<file path="src/rtl/riscv_core_pkg.sv">
// Shared opcodes, FSM states and instruction field positions for the N-bit multicycle core.
package riscv_core_pkg;

  localparam logic [3:0] OP_NOP  = 4'h0;
  localparam logic [3:0] OP_ADD  = 4'h1;
  localparam logic [3:0] OP_SUB  = 4'h2;
  localparam logic [3:0] OP_AND  = 4'h3;
  localparam logic [3:0] OP_OR   = 4'h4;
  localparam logic [3:0] OP_XOR  = 4'h5;
  localparam logic [3:0] OP_ADDI = 4'h6;
  localparam logic [3:0] OP_LI   = 4'h7;
  localparam logic [3:0] OP_BEQ  = 4'h8;
  localparam logic [3:0] OP_JMP  = 4'h9;
  localparam logic [3:0] OP_MUL  = 4'hA;
  localparam logic [3:0] OP_HALT = 4'hF;

  localparam int OP_MSB  = 15;
  localparam int OP_LSB  = 12;
  localparam int RD_MSB  = 11;
  localparam int RD_LSB  = 8;
  localparam int RS1_MSB = 7;
  localparam int RS1_LSB = 4;
  localparam int RS2_MSB = 3;
  localparam int RS2_LSB = 0;

  typedef enum logic [1:0] {
    ST_FETCH  = 2'd0,
    ST_EXEC   = 2'd1,
    ST_WB     = 2'd2,
    ST_HALTED = 2'd3
  } state_e;

endpackage

</file>
<file path="src/rtl/riscv_core_regfile.sv">
// NREGS x DATA_W register file: two async reads, one sync write, R0 and indices >= NREGS read as 0.
module riscv_core_regfile #(
  parameter int DATA_W = 8,
  parameter int NREGS  = 8
) (
  input  logic              clk,
  input  logic              reset,
  input  logic              we_i,
  input  logic [3:0]        waddr_i,
  input  logic [DATA_W-1:0] wdata_i,
  input  logic [3:0]        raddr1_i,
  input  logic [3:0]        raddr2_i,
  output logic [DATA_W-1:0] rdata1_o,
  output logic [DATA_W-1:0] rdata2_o
);

  // R0 has no storage; only R1..NREGS-1 are real flops.
  logic [NREGS-1:1][DATA_W-1:0] regs_q;

  always_ff @(posedge clk) begin
    if (reset) begin
      regs_q <= '0;
    end else begin
      for (int i = 1; i < NREGS; i++)
        if (we_i && waddr_i == 4'(i)) regs_q[i] <= wdata_i;
    end
  end

  always_comb begin
    rdata1_o = '0;
    rdata2_o = '0;
    for (int i = 1; i < NREGS; i++) begin
      if (raddr1_i == 4'(i)) rdata1_o = regs_q[i];
      if (raddr2_i == 4'(i)) rdata2_o = regs_q[i];
    end
  end

endmodule

</file>
<file path="src/rtl/riscv_nbit_multicycle_core.sv">
// N-bit multicycle core: FETCH -> EXEC -> WB, 3 cycles per instruction, HALT parks in ST_HALTED.
// Optional multiplier for opcode A is enabled by defining RISCV_CORE_MUL_EN.
module riscv_nbit_multicycle_core
  import riscv_core_pkg::*;
#(
  parameter int DATA_W = 8,
  parameter int NREGS  = 8,
  parameter int IMEM_D = 32,
  localparam int PC_W  = $clog2(IMEM_D)
) (
  input  logic              clk,
  input  logic              reset,
  input  logic              imem_we,
  input  logic [PC_W-1:0]   imem_waddr,
  input  logic [15:0]       imem_wdata,
  output logic [PC_W-1:0]   pc,
  output logic [DATA_W-1:0] result,
  output logic              halted,
  output logic              illegal
);

  logic [15:0]       imem [IMEM_D];
  state_e            state_q;
  logic [15:0]       ir_q;
  logic [PC_W-1:0]   pc_q, npc_q, npc_d;
  logic [DATA_W-1:0] result_q, alu_q, alu_d;
  logic              wr_q, wr_d, ill_d, halted_q, illegal_q;
  logic [DATA_W-1:0] rs1_v, rs2_v, imm;
  logic [PC_W-1:0]   pc_imm;
  logic [3:0]        op, rd, rs1, rs2;

  assign op  = ir_q[OP_MSB:OP_LSB];
  assign rd  = ir_q[RD_MSB:RD_LSB];
  assign rs1 = ir_q[RS1_MSB:RS1_LSB];
  assign rs2 = ir_q[RS2_MSB:RS2_LSB];
  assign imm    = DATA_W'($signed(rs2));
  assign pc_imm = PC_W'($signed(rs2));

  // Not reset: program survives reset; nonblocking write gives read-before-write on fetch.
  always_ff @(posedge clk)
    if (imem_we) imem[imem_waddr] <= imem_wdata;

  // BEQ compares R[rd] with R[rs1], so the second read port is steered to rd.
  riscv_core_regfile #(.DATA_W(DATA_W), .NREGS(NREGS)) u_rf (
    .clk      (clk),
    .reset    (reset),
    .we_i     (state_q == ST_WB && wr_q),
    .waddr_i  (rd),
    .wdata_i  (alu_q),
    .raddr1_i (rs1),
    .raddr2_i ((op == OP_BEQ) ? rd : rs2),
    .rdata1_o (rs1_v),
    .rdata2_o (rs2_v)
  );

  always_comb begin
    alu_d = '0;
    wr_d  = 1'b0;
    ill_d = 1'b0;
    npc_d = pc_q + PC_W'(1);
    case (op)
      OP_NOP, OP_HALT: ;
      OP_ADD:  begin alu_d = rs1_v + rs2_v; wr_d = 1'b1; end
      OP_SUB:  begin alu_d = rs1_v - rs2_v; wr_d = 1'b1; end
      OP_AND:  begin alu_d = rs1_v & rs2_v; wr_d = 1'b1; end
      OP_OR:   begin alu_d = rs1_v | rs2_v; wr_d = 1'b1; end
      OP_XOR:  begin alu_d = rs1_v ^ rs2_v; wr_d = 1'b1; end
      OP_ADDI: begin alu_d = rs1_v + imm;   wr_d = 1'b1; end
      OP_LI:   begin alu_d = imm;           wr_d = 1'b1; end
      OP_BEQ:  if (rs1_v == rs2_v) npc_d = pc_q + pc_imm;
      OP_JMP:  npc_d = pc_q + pc_imm;
`ifdef RISCV_CORE_MUL_EN
      OP_MUL:  begin alu_d = rs1_v * rs2_v; wr_d = 1'b1; end
`endif
      default: ill_d = 1'b1;
    endcase
  end

  always_ff @(posedge clk) begin
    if (reset) begin
      state_q   <= ST_FETCH;
      ir_q      <= '0;
      pc_q      <= '0;
      npc_q     <= '0;
      alu_q     <= '0;
      wr_q      <= 1'b0;
      result_q  <= '0;
      halted_q  <= 1'b0;
      illegal_q <= 1'b0;
    end else begin
      case (state_q)
        ST_FETCH: begin
          ir_q    <= imem[pc_q];
          state_q <= ST_EXEC;
        end
        ST_EXEC: begin
          if (op == OP_HALT) begin
            halted_q <= 1'b1;
            state_q  <= ST_HALTED;
          end else begin
            alu_q   <= alu_d;
            wr_q    <= wr_d;
            npc_q   <= npc_d;
            if (ill_d) illegal_q <= 1'b1;
            state_q <= ST_WB;
          end
        end
        ST_WB: begin
          if (wr_q) result_q <= alu_q;
          pc_q    <= npc_q;
          state_q <= ST_FETCH;
        end
        default: state_q <= ST_HALTED;
      endcase
    end
  end

  assign pc      = pc_q;
  assign result  = result_q;
  assign halted  = halted_q;
  assign illegal = illegal_q;

endmodule

</file>
<file path="config.mk">
export PLATFORM = sky130hd
export DESIGN_NAME = riscv_nbit_multicycle_core
export DESIGN_NICKNAME = d
export VERILOG_FILES = /design/src/rtl/riscv_core_pkg.sv /design/src/rtl/riscv_core_regfile.sv /design/src/rtl/riscv_nbit_multicycle_core.sv
export SDC_FILE = /design/constraint.sdc
export NUM_CORES = 1
export LEC_CHECK = 0
export BUFFER_PORTS_ARGS = -buffer_cell sky130_fd_sc_hd__buf_2
export CAP_MARGIN = 20
export CORE_MARGIN = 2
export CORE_UTILIZATION = 57
export CTS_BUF_LIST = sky130_fd_sc_hd__clkbuf_16
export DETAILED_ROUTE_END_ITERATION = 10
export PLACE_DENSITY = 0.79
export SLEW_MARGIN = 10
export SYNTH_ARGS = -nofsm -noshare
export SYNTH_HDL_FRONTEND = slang
export SYNTH_HIERARCHICAL = 1
export SYNTH_SLANG_ARGS = --single-unit
export TNS_END_PERCENT = 30
</file>
<file path="constraint.sdc">
create_clock -name clk -period 4.2 [get_ports clk]
set_input_delay 0 -clock clk [delete_from_list [all_inputs] [get_ports clk]]
set_output_delay 0 -clock clk [all_outputs]
set_load 0.01 [all_outputs]
</file>
Yosys cells after proc, flatten, opt, wreduce, memory -nomap -nowiden --
Memory sizes are Yosys's and may differ from the RTL's. A register that Yosys moved wholly into a read port is not among the register bits. Cells that the tools add are included.
Word-level totals: flip-flop bits (word level) 87, RAM bits 512, output and inout port bits 15, memories kept 1
Operators by class: add/sub/neg operators 5, equal/unequal tests 34, multiplexer cells 23, bitwise gates (word level) 5, reductions and logical operators 16
Memories:
- imem | words 32, bits a word 16, read ports 1, clocked after memory_dff 1, write ports 1, line riscv_nbit_multicycle_core.sv:22 | logic [15:0] imem [IMEM_D];
Operators by type and width (number):
- 2-to-1 mux 8 bit | 14
- equality test 4 x 3 -> 1 bit (second input constant) | 16
- case mux 8 bit (7 select lines) | 1
- equality test 4 x 2 -> 1 bit (second input constant) | 8
- adder 8 bit | 2
- equality test 4 x 1 -> 1 bit (second input constant) | 4
- equality test 4 bit (second input constant) | 3
- OR reduction 11 bit | 1
- case mux 5 bit (2 select lines) | 1
- AND 8 bit | 1
- equality test 8 bit | 1
- logical AND 1 bit | 8
- OR 8 bit | 1
- subtractor 8 bit | 1
- bitwise XOR 8 bit | 1
- OR reduction 7 bit | 1
- case mux 2 bit (3 select lines) | 1
- AND reduction 2 bit | 3
- adder 5 x 1 -> 5 bit (second input constant) | 1
- adder 5 bit | 1
- 2-to-1 mux 5 bit | 1
- logical NOT 4 bit | 1
- 2-to-1 mux 1 bit | 4
- 2-to-1 mux 4 bit | 1
- 5 further kinds | 6

Logic depth before layout (Yosys ltp) --
depth in word-level cells 13, mapped depth 20, depth with buffers taken out 17

By module --
The synthesis kept the hierarchy.
By module, submodules not included:
- riscv_nbit_multicycle_core | instances 1, cells each 1237, area an instance 22713.0 sq um
- riscv_core_regfile | instances 1, cells each 340, area an instance 3062.9 sq um

Least setup slack after synthesis --
OpenSTA, ideal clock, no wires.
path type register to register, start point register ir_q[14], read port of imem, end point register npc_q[4], library setup time 0.120 ns, data arrival time 4.088 ns, path slack -0.007 ns, cell stages (with the launch flop) 17, period minus slack after synthesis 4.207 ns, cell sequence dfxtp_1 -> buf_4 -> nor3_1 -> and2_1 -> clkbuf_1 -> mux2_2 -> or2_4 -> or4_1 -> a22oi_1 -> inv_1 -> ha_1 -> nor4_2 -> a31oi_1 -> nor4_4 -> mux2i_1 -> nor4b_2 -> a211o_1
Between the ends: word-level cells in the longest chain between the ends 13, elaborated cells between the ends (all ways) 23
RTL lines:
- start, declared | line riscv_nbit_multicycle_core.sv:24 | logic [15:0] ir_q;
- equality test 4 bit (*) | line riscv_nbit_multicycle_core.sv:51 | .raddr2_i ((op == OP_BEQ) ? rd : rs2),
- 2-to-1 mux 4 bit (*) | line riscv_nbit_multicycle_core.sv:51
- equality test 4 x 1 -> 1 bit | line riscv_core_regfile.sv:34 | if (raddr2_i == 4'(i)) rdata2_o = regs_q[i];
- 2-to-1 mux 8 bit (6 in series) | line riscv_core_regfile.sv:34
- 2-to-1 mux 8 bit (*) | line riscv_core_regfile.sv:34
- via rs2_v[0] | line riscv_nbit_multicycle_core.sv:28 | logic [DATA_W-1:0] rs1_v, rs2_v, imm;
- equality test 8 bit (*) | line riscv_nbit_multicycle_core.sv:70 | OP_BEQ: if (rs1_v == rs2_v) npc_d = pc_q + pc_imm;
- 2-to-1 mux 5 bit (*) | line riscv_nbit_multicycle_core.sv:70
- case mux 5 bit (2 select lines) (*) | line riscv_nbit_multicycle_core.sv:61 | case (op)
- end signal, assigned | line riscv_nbit_multicycle_core.sv:103 | npc_q <= npc_d;
- end, declared | line riscv_nbit_multicycle_core.sv:25 | logic [PC_W-1:0] pc_q, npc_q, npc_d;
Mark *: on every way through the listed nets, which the timed path passes. The rest lies on a longest branch. A chain may end at the register's enable or synchronous reset.

Worst setup path after layout --
start point register ir_q[13], read port of imem, end point register alu_q[4]
Between the ends: word-level cells in the longest chain between the ends 12, elaborated cells between the ends (all ways) 32
RTL lines:
- equality test 4 bit (*) | line riscv_nbit_multicycle_core.sv:51
- 2-to-1 mux 4 bit (*) | line riscv_nbit_multicycle_core.sv:51
- equality test 4 x 1 -> 1 bit | line riscv_core_regfile.sv:34
- 2-to-1 mux 8 bit (6 in series) | line riscv_core_regfile.sv:34
- 2-to-1 mux 8 bit (*) | line riscv_core_regfile.sv:34
- via rs2_v[0] | line riscv_nbit_multicycle_core.sv:28
- subtractor 8 bit / adder 8 bit (equally long branches) | line riscv_nbit_multicycle_core.sv:64, riscv_nbit_multicycle_core.sv:63
- case mux 8 bit (7 select lines) (*) | line riscv_nbit_multicycle_core.sv:61
- end signal, assigned | line riscv_nbit_multicycle_core.sv:101 | alu_q <= alu_d;
- end, declared | line riscv_nbit_multicycle_core.sv:26 | logic [DATA_W-1:0] result_q, alu_q, alu_d;
Marked as above.

==> impl_results.md <==
- Status: completed
- Sequential share of the synthesized area: between 60% and 70%
- Crit path buffers/inverters: 1
- Crit. End Element: register
- Die Ht: 216.7 um
- Final Slew Violations: 0
- Clk Tree Root Cell: clkbuf_16
- Num rows: 77
- Period utilization: 96.30%
- Mean post-synth cell area: 16.34 um^2
- Most used DFF post-synth: edfxtp_1
- Worst VDD drop: between 400 and 500 uV
- Placed instance count: about 2200
- Port bufs: 38
- # IOs: 39
- Chip Width: approximately 220 um
- Number of synthesized flops with an enable pin: 512
- Synth cell types: 71
- RR Startpoint: ir_q[13]$_SDFFE_PP0P_
- Setup crit start kind: register
- HPWL after DPL: ~38000 um
- Slew @ Worst Pin: ~1.1 ns
- Clock transition at path regs: ~0.07 ns
- Path type of the worst setup path: register to register
- Hold Slack: 0.004650 ns
- Synth Register Bits: 615
- Share of cells above drive strength 1: around a quarter
- Clock Sinks: a little over 600
- Relative slew slack: 26.46%
- Routed WL: 63480 um
- CP most frequent cell: nor3_2
- Critical Path, Cell by Cell: nor3_2, and2_4, mux2_2, or2_4, or4_1, a22oi_2, mux2_4, ha_2, inv_1, fa_2, nor2b_4, nor3_2, a2bb2oi_1, a221o_1, a21oi_1, o21ai_1
- Crit path time final: about 4.0 ns
- Antenna Violating Nets Remaining: 0
- TritonCTS clock tree: yes
- Synthesis Warnings: 6
- Final setup fails: 0
- Arrival time worst endpoint: roughly 4.5 ns
- Hold path startpoint: imem_wdata[2]
- Clock latency on the worst-skew pair: ~0.64 ns
- Max cap viols: 0
- Mapped cell area: roughly 0.026 mm^2
- Clk_skew: about 0.042 ns
- Delay-heaviest family, CP: simple AND/OR/NAND/NOR gates
- Total core area: ~0.044 mm^2
- Via density: between 6 and 7
- Vias in the first global route: approximately 16000
- Pleak: around 9.7 nW
- Non-Filler Instances: roughly 2300
- Drt drc: 0
- Initial DRC Count: 1634
- Total number of vias: ~15000
- Most common cell after layout, fill and taps aside: edfxtp_1
- TritonCTS buffer count: between 50 and 60
- Initial DRT Pass Iterations: 5
- All-Layer GR Usage: between 20% and 30%
- Min-delay worst type: primary input to register
- Detailed-route wire length per cell: approximately 27 um
- Req. time, crit path: about 4.7 ns
- Most frequent cells in the layout: edfxtp_1 (512), mux4_2 (129), nor2_1 (128), dfxtp_1 (101), buf_4 (95)
- Final Hold Viols: 0
- Clock power share: 40.1%
- Combinational share of power: 7.8%
- Synthesized instance count: ~1600
- Total gr overflow: 0
- Antenna Cells: 0
- Critical Path Max Stage Delay: 0.54 ns
- CTS Buffer Depth: 3
- Internal power: around 10 mW
- Largest net degree at the start of global routing: 60
- Pwr Total: 12.96 mW
- Synth async-reset ratio: 0%
- PD cells: approximately 440 mW/mm^2
- Psw: between 2 and 3 mW
- Final Wtd Congestion: ~0.94
- Sw Share: between 20% and 30%
- Flop pwr share: 52.2%
- Die Area: 0.04694 mm^2
- Initial antenna violation count: 0
- Synth-to-layout area growth: 13.30%
- Slowest library cell on the worst path: or4_1
- Crit Path Max Fanout: 8
- Max Freq: 247.2 MHz
- First-pass GRT wire length: between 90000 and 100000 um
- Setup crit start: ir_q[13]$_SDFFE_PP0P_
- H-tree level count: 2
- Initial core utilization: between 50% and 60%
- Syn_nets: between 1500 and 2000
- Nets: between 1500 and 2000
==> area by class of cell <==
cell class                 instances  area, um^2
tap                              592       740.7
clock buffer                      58        1451
sequential                       615       17440
timing repair buffer             154        1159
inverter                          26       97.59
clock inverter                    49       444.2
multi-input combinational        840        7868
fill                            2872       15210
==> worst reg2reg max path, delay by kind of cell, from the launching register on <==
family / cells / cell delay [ns]
AOI/OAI and AO/OA: 5 / 0.98
and+or+nand+nor: 6 / 1.47
buffers and inverters: 1 / 0.05
DFF: 1 / 0.32
muxes: 2 / 0.55
adders and majority gates: 2 / 0.53
==> flip-flops by register name, summed over array words and instances (netlist names) <==
signal,count
illegal,1
halted,1
alu_q,8
imem,512
wr_q,1
state_q,2
pc,5
result,8
u_rf/regs_q,56
ir_q,16
npc_q,5
==> through the flow <==
stage | TNS [ns] | area [um^2] | util, % | setup WS (ns)
final | 0 | 29200 | 65.75 | 0.1554
after global routing | -0.04875 | 29200 | 65.75 | -0.01536
after CTS | 0 | 29120 | 65.56 | 0.02512
after detailed placement | -0.5116 | 27020 | 60.84 | -0.1861
after global placement | -0.08868 | 27020 | 60.84 | -0.04455
after floorplan | 0 | 25820 | - | 0.01634
==> power groups by stage <==
stage | registers [mW] | clock network [mW] | logic [mW]
2_1_floorplan | 6.85 | 0 | 0.616
3_3_place_gp | 6.88 | 0 | 0.919
3_5_place_dp | 6.89 | 0 | 0.935
4_1_cts | 6.76 | 5.23 | 0.968
5_1_grt | 6.77 | 5.46 | 1.09
6_report | 6.76 | 5.19 | 1.01
==> routing by layer <==
layer | routed length (um) | GRT usage (%)
met2 | 31200 | 46.13
met3 | 5561 | 4.674
met5 | 0 | 0
met1 | 24120 | 36.69
met4 | 2600 | 11.05
==> cell usage after synthesis, types with 16 or more instances <==
library cell / number / share of area (%)
nand2_1: 69 / 1.0
inv_1: 24 / 0.35
a21oi_1: 48 / 0.93
a22oi_1: 47 / 1.4
edfxtp_1: 512 / 60
mux2i_1: 73 / 2.8
clkbuf_1: 44 / 0.64
ha_1: 36 / 1.7
nor2_1: 132 / 1.9
mux4_2: 129 / 11
a22o_1: 32 / 1.1
o21ai_0: 28 / 0.54
nor3_1: 41 / 0.80
dfxtp_1: 103 / 8.0
mux2_2: 22 / 0.96
o21ai_1: 20 / 0.39
buf_2: 22 / 0.43
nand4_1: 16 / 0.39
==> logic make-up after synthesis <==
family / share of synthesized area [%]
AND/OR/NAND/NOR: 6.208
multiplexers: 15.07
AO/OA/AOI/OAI: 6.116
flip-flops: 67.65
XOR/XNOR: 0.5436
buffers and inverters: 2.437
adder cells (fa/ha/maj): 1.980
==> final timing paths <==
check                          end  slack [ns]  depth (start not counted)
min          imem[10][2]$_DFFE_PP_       0.005                          1
max          alu_q[4]$_SDFFE_PP0P_        0.16                         16
min reg2reg      wr_q$_SDFFE_PP0P_        0.45                          2
max reg2reg  alu_q[4]$_SDFFE_PP0P_        0.16                         16
==> repair_timing <==
item / CTS / global route
endpoints found under the setup margin: 7 / 9
hold buffers: 18 / 0
pin swaps: 1 / 13
endpoints found under the hold margin: 526 / 0
resized for setup: 5 / 21
setup buffers: 0 / 1
Power figures use the tool's default switching activity.
